<file path="config.mk">
export PLATFORM = sky130hd
export DESIGN_NAME = uart_rx_ovs
export DESIGN_NICKNAME = d
export VERILOG_FILES = /design/src/rtl/uart_rx_ovs.sv
export SDC_FILE = /design/constraint.sdc
export NUM_CORES = 1
export LEC_CHECK = 0
export CAP_MARGIN = 20
export CORE_MARGIN = 2
export CORE_UTILIZATION = 30
export CTS_CLUSTER_SIZE = 10
export DETAILED_ROUTE_END_ITERATION = 16
export MAX_ROUTING_LAYER = met4
export PLACE_DENSITY = 0.55
export SLEW_MARGIN = 40
export SYNTH_ARGS = -nofsm -noshare
export SYNTH_HDL_FRONTEND = slang
export SYNTH_SLANG_ARGS = --single-unit
</file>
<file path="constraint.sdc">
create_clock -name clk -period 2.25 [get_ports clk]
set_clock_uncertainty 0.15 [all_clocks]
set_input_delay 0.3375 -clock clk [delete_from_list [all_inputs] [get_ports clk]]
set_output_delay 0.3375 -clock clk [all_outputs]
set_load 0.01 [all_outputs]
</file>
<file path="src/rtl/uart_rx_ovs.sv">
// uart_rx_ovs: oversampling UART receiver with a 3-sample majority vote per bit,
// configurable data width, parity and stop bits, and a valid/ready output.
// Optional break detection is enabled with `define UART_RX_BREAK_DETECT_EN.
module uart_rx_ovs #(
    parameter int CLK_FREQ    = 100000000,
    parameter int UART_RATE   = 1000000,
    parameter int DATA_BITS   = 8,
    parameter int PARITY_MODE = 2,
    parameter int STOP_BITS   = 1,
    parameter int OVS         = 16
) (
    input  logic                 clk,
    input  logic                 rst,
    input  logic                 uart_rxd,
    output logic [DATA_BITS-1:0] data_o,
    output logic                 data_valid_o,
    input  logic                 data_ready_i,
    output logic                 parity_error_o,
    output logic                 frame_error_o,
    output logic                 overrun_o,
    output logic                 break_o,
    output logic                 busy_o
);
    localparam int DIV = (CLK_FREQ + UART_RATE * OVS / 2) / (UART_RATE * OVS);
    localparam int DW  = $clog2(DIV + 1);
    localparam int SW  = $clog2(OVS);
    localparam int BW  = 4;

    generate
        if (DIV < 1 || DATA_BITS < 5 || DATA_BITS > 9 || PARITY_MODE < 0 || PARITY_MODE > 2 ||
            STOP_BITS < 1 || STOP_BITS > 2 || OVS < 8 || (OVS % 2) != 0) begin : g_bad_param
            $error("uart_rx_ovs: illegal parameter combination");
        end
    endgenerate

    typedef enum logic [2:0] {IDLE, START, DATA, PARITY, STOP, WAIT_IDLE} state_t;
    state_t state, state_n;

    logic                 sync1, rxd_s, prev;
    logic                 fall;
    logic [DW-1:0]        tick_cnt;
    logic [SW-1:0]        samp_cnt;
    logic                 tick, vote_tick, vote;
    logic                 s_a, s_b;
    logic [BW-1:0]        bit_cnt;
    logic [DATA_BITS-1:0] shreg;
    logic                 par_err, frm_err, all_zero;
    logic                 word_done, brk;

    assign fall      = prev & ~rxd_s;
    assign tick      = (tick_cnt == DW'(DIV - 1));
    assign vote_tick = tick && (samp_cnt == SW'(OVS / 2 + 1));
    assign vote      = (s_a & s_b) | (s_a & rxd_s) | (s_b & rxd_s);
    assign busy_o    = (state != IDLE);

    // Two-stage synchroniser plus previous-sample register for edge detection
    always_ff @(posedge clk) begin
        if (rst) begin
            sync1 <= 1'b1;
            rxd_s <= 1'b1;
            prev  <= 1'b0;
        end else begin
            sync1 <= uart_rxd;
            rxd_s <= sync1;
            prev  <= rxd_s;
        end
    end

    // Tick divider and per-bit sample counter, realigned on each start edge
    always_ff @(posedge clk) begin
        if (rst || (state == IDLE && fall)) begin
            tick_cnt <= '0;
            samp_cnt <= '0;
        end else begin
            tick_cnt <= tick ? '0 : tick_cnt + 1'b1;
            if (tick)
                samp_cnt <= (samp_cnt == SW'(OVS - 1)) ? '0 : samp_cnt + 1'b1;
        end
    end

    // Capture the two samples preceding the vote sample
    always_ff @(posedge clk) begin
        if (rst) begin
            s_a <= 1'b1;
            s_b <= 1'b1;
        end else if (tick) begin
            if (samp_cnt == SW'(OVS / 2 - 1)) s_a <= rxd_s;
            if (samp_cnt == SW'(OVS / 2))     s_b <= rxd_s;
        end
    end

`ifdef UART_RX_BREAK_DETECT_EN
    logic [SW-1:0] hi_cnt;

    // Count consecutive high ticks while waiting for the line to recover from a break
    always_ff @(posedge clk) begin
        if (rst || state != WAIT_IDLE) hi_cnt <= '0;
        else if (tick)                 hi_cnt <= rxd_s ? hi_cnt + 1'b1 : '0;
    end
`endif

    // State register
    always_ff @(posedge clk) begin
        if (rst) state <= IDLE;
        else     state <= state_n;
    end

    // Next-state logic and word-completion strobes
    always_comb begin
        state_n   = state;
        word_done = 1'b0;
        brk       = 1'b0;
        case (state)
            IDLE:   if (fall) state_n = START;
            START:  if (vote_tick) state_n = vote ? IDLE : DATA;
            DATA:   if (vote_tick && bit_cnt == BW'(DATA_BITS - 1))
                        state_n = (PARITY_MODE != 0) ? PARITY : STOP;
            PARITY: if (vote_tick) state_n = STOP;
            STOP:   if (vote_tick && bit_cnt == BW'(STOP_BITS - 1)) begin
`ifdef UART_RX_BREAK_DETECT_EN
                        if (all_zero && !vote) begin
                            brk     = 1'b1;
                            state_n = WAIT_IDLE;
                        end else begin
                            word_done = 1'b1;
                            state_n   = IDLE;
                        end
`else
                        word_done = 1'b1;
                        state_n   = IDLE;
`endif
                    end
`ifdef UART_RX_BREAK_DETECT_EN
            WAIT_IDLE: if (tick && rxd_s && hi_cnt == SW'(OVS - 1)) state_n = IDLE;
`endif
            default: state_n = IDLE;
        endcase
    end

    // Frame datapath: shift register, bit counter and error accumulation
    always_ff @(posedge clk) begin
        if (rst) begin
            shreg    <= '0;
            bit_cnt  <= '0;
            par_err  <= 1'b0;
            frm_err  <= 1'b0;
            all_zero <= 1'b0;
        end else if (vote_tick) begin
            case (state)
                START: begin
                    bit_cnt  <= '0;
                    par_err  <= 1'b0;
                    frm_err  <= 1'b0;
                    all_zero <= 1'b1;
                end
                DATA: begin
                    shreg    <= {vote, shreg[DATA_BITS-1:1]};
                    bit_cnt  <= (bit_cnt == BW'(DATA_BITS - 1)) ? '0 : bit_cnt + 1'b1;
                    all_zero <= all_zero & ~vote;
                end
                PARITY: begin
                    par_err  <= vote ^ (^shreg) ^ (PARITY_MODE == 1);
                    all_zero <= all_zero & ~vote;
                end
                STOP: begin
                    bit_cnt  <= (bit_cnt == BW'(STOP_BITS - 1)) ? '0 : bit_cnt + 1'b1;
                    frm_err  <= frm_err | ~vote;
                    all_zero <= all_zero & ~vote;
                end
                default: ;
            endcase
        end
    end

    // Holding register with valid/ready handshake and overrun reporting
    always_ff @(posedge clk) begin
        if (rst) begin
            data_o         <= '0;
            data_valid_o   <= 1'b0;
            parity_error_o <= 1'b0;
            frame_error_o  <= 1'b0;
            overrun_o      <= 1'b0;
        end else begin
            overrun_o <= 1'b0;
            if (word_done) begin
                if (!data_valid_o || data_ready_i) begin
                    data_o         <= shreg;
                    parity_error_o <= par_err;
                    frame_error_o  <= frm_err | ~vote;
                    data_valid_o   <= 1'b1;
                end else begin
                    overrun_o <= 1'b1;
                end
            end else if (data_valid_o && data_ready_i) begin
                data_valid_o <= 1'b0;
            end
        end
    end

`ifdef UART_RX_BREAK_DETECT_EN
    // One-cycle break pulse
    always_ff @(posedge clk) begin
        if (rst) break_o <= 1'b0;
        else     break_o <= brk;
    end
`else
    assign break_o = brk;
`endif

endmodule
</file>
==> flow_metrics.tcl <==
set metrics [dict create \
    grt_pass1_wl_mm 6.23 \
    yosys_warnings 0 \
    reg2reg_depth 7 \
    wl_per_cell_um 11.5 \
    area_growth_pct 19.6 \
    n_fill_cell 653 \
    design.core.area_um2 6280 \
    vias 1428 \
    cts_max_level 2 \
    synth.distinct_cells 48 \
    status "finished clean" \
    synth-seq-area-share_pct 42.7 \
    worst_hold_slack_ns 0.263 \
    pre_cts_slack_ns 0.131 \
    hold_viol 0 \
    grt_max_degree 34 \
    synth_top_area_share_pct 42.7 \
    via_per_inst 4.70 \
    synthCells 207 \
    slew_headroom_pct 65.7 \
    grt_pass1_vias 1344 \
    critPathMaxStageDelay_ns 0.50 \
    crit_family "buffers and inverters" \
    postLayoutCellArea_um2 2300 \
    crit_type "flop to output pin" \
    drt-initial-drc-count 57 \
    syn_nets 218 \
    layout.nets 238 \
    drt-total-wl_mm 3.51 \
    synthArstFlopShare_pct 0 \
    postSynthAreaPerCell_um2 9.28 \
    r2r_start "tick_cnt[0]" \
    overflow 0 \
    yosys-top-cells-count "41 x dfxtp_1, 26 x nor2_1, 17 x mux2i_1" \
    hold_path_end "rxd_s" \
    start_kind "flop" \
    rsz0062_at_grt "no" \
    synthFlopType "dfxtp_1" \
    cts_buffers 5 \
    first_pass_iters 4 \
    root_buffer "clkbuf_8" \
    ys_top_cells_by_area "dfxtp_1 43%, mux2i_1 8.9%, nor2_1 5.1%" \
    min_path_cells 1 \
    cts_tree "built" \
    antenna_found_initial 0 \
    routabilityCongestion 0.786 \
    period_minus_slack_ns 2.12 \
    diodes 0 \
    max-vdd-ir-drop_mv 0.270 \
    timing.rr.end "bit_cnt[1]" \
    drc 0 \
    setup_ws_ns 0.127 \
    initial_core_util_pct 30.6 \
    critPathSlowestCell "clkdlybuf4s50_1" \
    leakage_nw 0.796 \
    synth.most_common_cell "dfxtp_1" \
    holdBufCountCts 0 \
    ios 18 \
    synth_top_area_cell "dfxtp_1" \
    min_period_over_period_pct 94.4 \
    setup_viol 0 \
    worstPathCellList "or3_1, clkdlybuf4s50_1" \
    die-area_um2 7060 \
    required_ns 1.76 \
    cts_num_sinks 41 \
    ant_nets 0 \
    min_from "sync1" \
    post-cts-setup-buffer-count 0 \
    worstSkewPairLatency_ns 0.29 \
    drv_cap 0 \
    drive_above_1_share_pct 11.5 \
    r2r_slack_ns 0.20 \
    fmax_mhz 471 \
    clkSlewWorstSetupHoldPaths_ns 0.08 \
    cts-resized-gates 0 \
    dp_hpwl_mm 2.47 \
    die_h_um 84.0 \
    ys_ff_latch 41 \
    path_buf_inv 1 \
    drv_slew 0 \
    syn-cell-area_um2 1920 \
    io_buffer_count 16 \
    crit_fanout 8 \
    cts_max_path_buffers 2 \
    min_path_type "flop to flop" \
    worstPathArrival_ns 1.64 \
    power_density_nw_per_um2 554 \
    grt_use_total_pct 11.0 \
    synth_edf_count 0 \
    row_count 29 \
    dieWidth_um 84.0 \
    critical_path.endpoint_type "output pin" \
    setup_tns_ns 0 \
    final_core_util_pct 36.6 \
    worstMarginPinSlew_ns 0.512 \
    placed_cell_area_um2 2210 \
]
-- cells by family after synthesis --
group	share of synthesized area [%]
buffers and inverters	5.27
other	0.195
XOR/XNOR	5.27
multiplexers	8.85
AND/OR/NAND/NOR	21.0
AO/OA/AOI/OAI	11.6
flip-flops	42.7
adder cells (fa/ha/maj)	5.08
-- metrics by stage --
stage	instances	total power, W
floorplan	207	0.000787
global placement	297	0.000804
detailed placement	297	0.000805
CTS	304	0.00130
global route	304	0.00133
finish	304	0.00127
-- power breakdown --
part           leakage, nW  internal, W  switching, W
sequential           0.332     0.000734    0.00000709
clock               0.0433     0.000242      0.000245
combinational        0.421    0.0000201     0.0000254
-- cell type report --
class	count	area, um2	share of cell area (%)
flip-flops and latches	41	821	35.7
repair buffers	25	253	11.0
clock inverters	1	7.51	0.327
clock buffers	6	82.6	3.59
inverters	10	37.5	1.63
well taps	77	96.3	4.19
multi-input cells	144	1000	43.5
-- routing by layer --
| metal | routed length, um | global-route usage, % | vias to the layer above | share of wire, % |
|---|---|---|---|---|
| li1 | - | - | 751 | - |
| met2 | 1460 | 15.8 | 20 | 42 |
| met1 | 1890 | 14.4 | 652 | 54 |
| met5 | 0 | - | - | 0 |
| met4 | 65 | 4.84 | 0 | 1.9 |
| met3 | 100 | 2.87 | 5 | 2.8 |
-- worst max-delay path by stage --
stage,start,to,depth (start not counted)
2_1_floorplan,tick_cnt[0],shreg[3],7
3_3_place_gp,tick_cnt[0],bit_cnt[1],7
3_5_place_dp,tick_cnt[0],bit_cnt[1],7
4_1_cts,state[1],busy_o,2
5_1_grt,state[1],busy_o,2
6_report,state[2],busy_o,2
-- worst reg2reg max path, delay by kind of cell (launching register included) --
family                     cells  cell delay, ns
DFF                            1            0.37
AOI/OAI and AO/OA              2            0.21
adders and majority gates      1            0.21
and+or+nand+nor                3            0.83
buffers and inverters          1            0.15
-- registers in the layout, indices dropped and copies added (netlist names) --
| register | flops |
|---|---|
| data_o | 8 |
| overrun_o | 1 |
| s_b | 1 |
| sync1 | 1 |
| parity_error_o | 1 |
| data_valid_o | 1 |
| par_err | 1 |
| shreg | 8 |
| s_a | 1 |
| state | 3 |
| prev | 1 |
| bit_cnt | 4 |
| rxd_s | 1 |
| tick_cnt | 3 |
| samp_cnt | 4 |
| frame_error_o | 1 |
| frm_err | 1 |
-- cells in the final DEF, fill, tap and decap left out, types with 5 or more instances in the layout --
master / Yosys / routed
buf_4: 2 / 7
nor2_1: 26 / 26
clkdlybuf4s50_1: 0 / 16
nor3_1: 5 / 5
ha_1: 7 / 7
mux2i_1: 17 / 17
clkbuf_8: 0 / 6
inv_1: 10 / 10
dfxtp_1: 41 / 41
a21oi_1: 13 / 13
nor3b_1: 5 / 5
nand2_1: 12 / 12
xnor2_1: 7 / 7
o21ai_0: 5 / 5
Power figures use the tool's default switching activity.
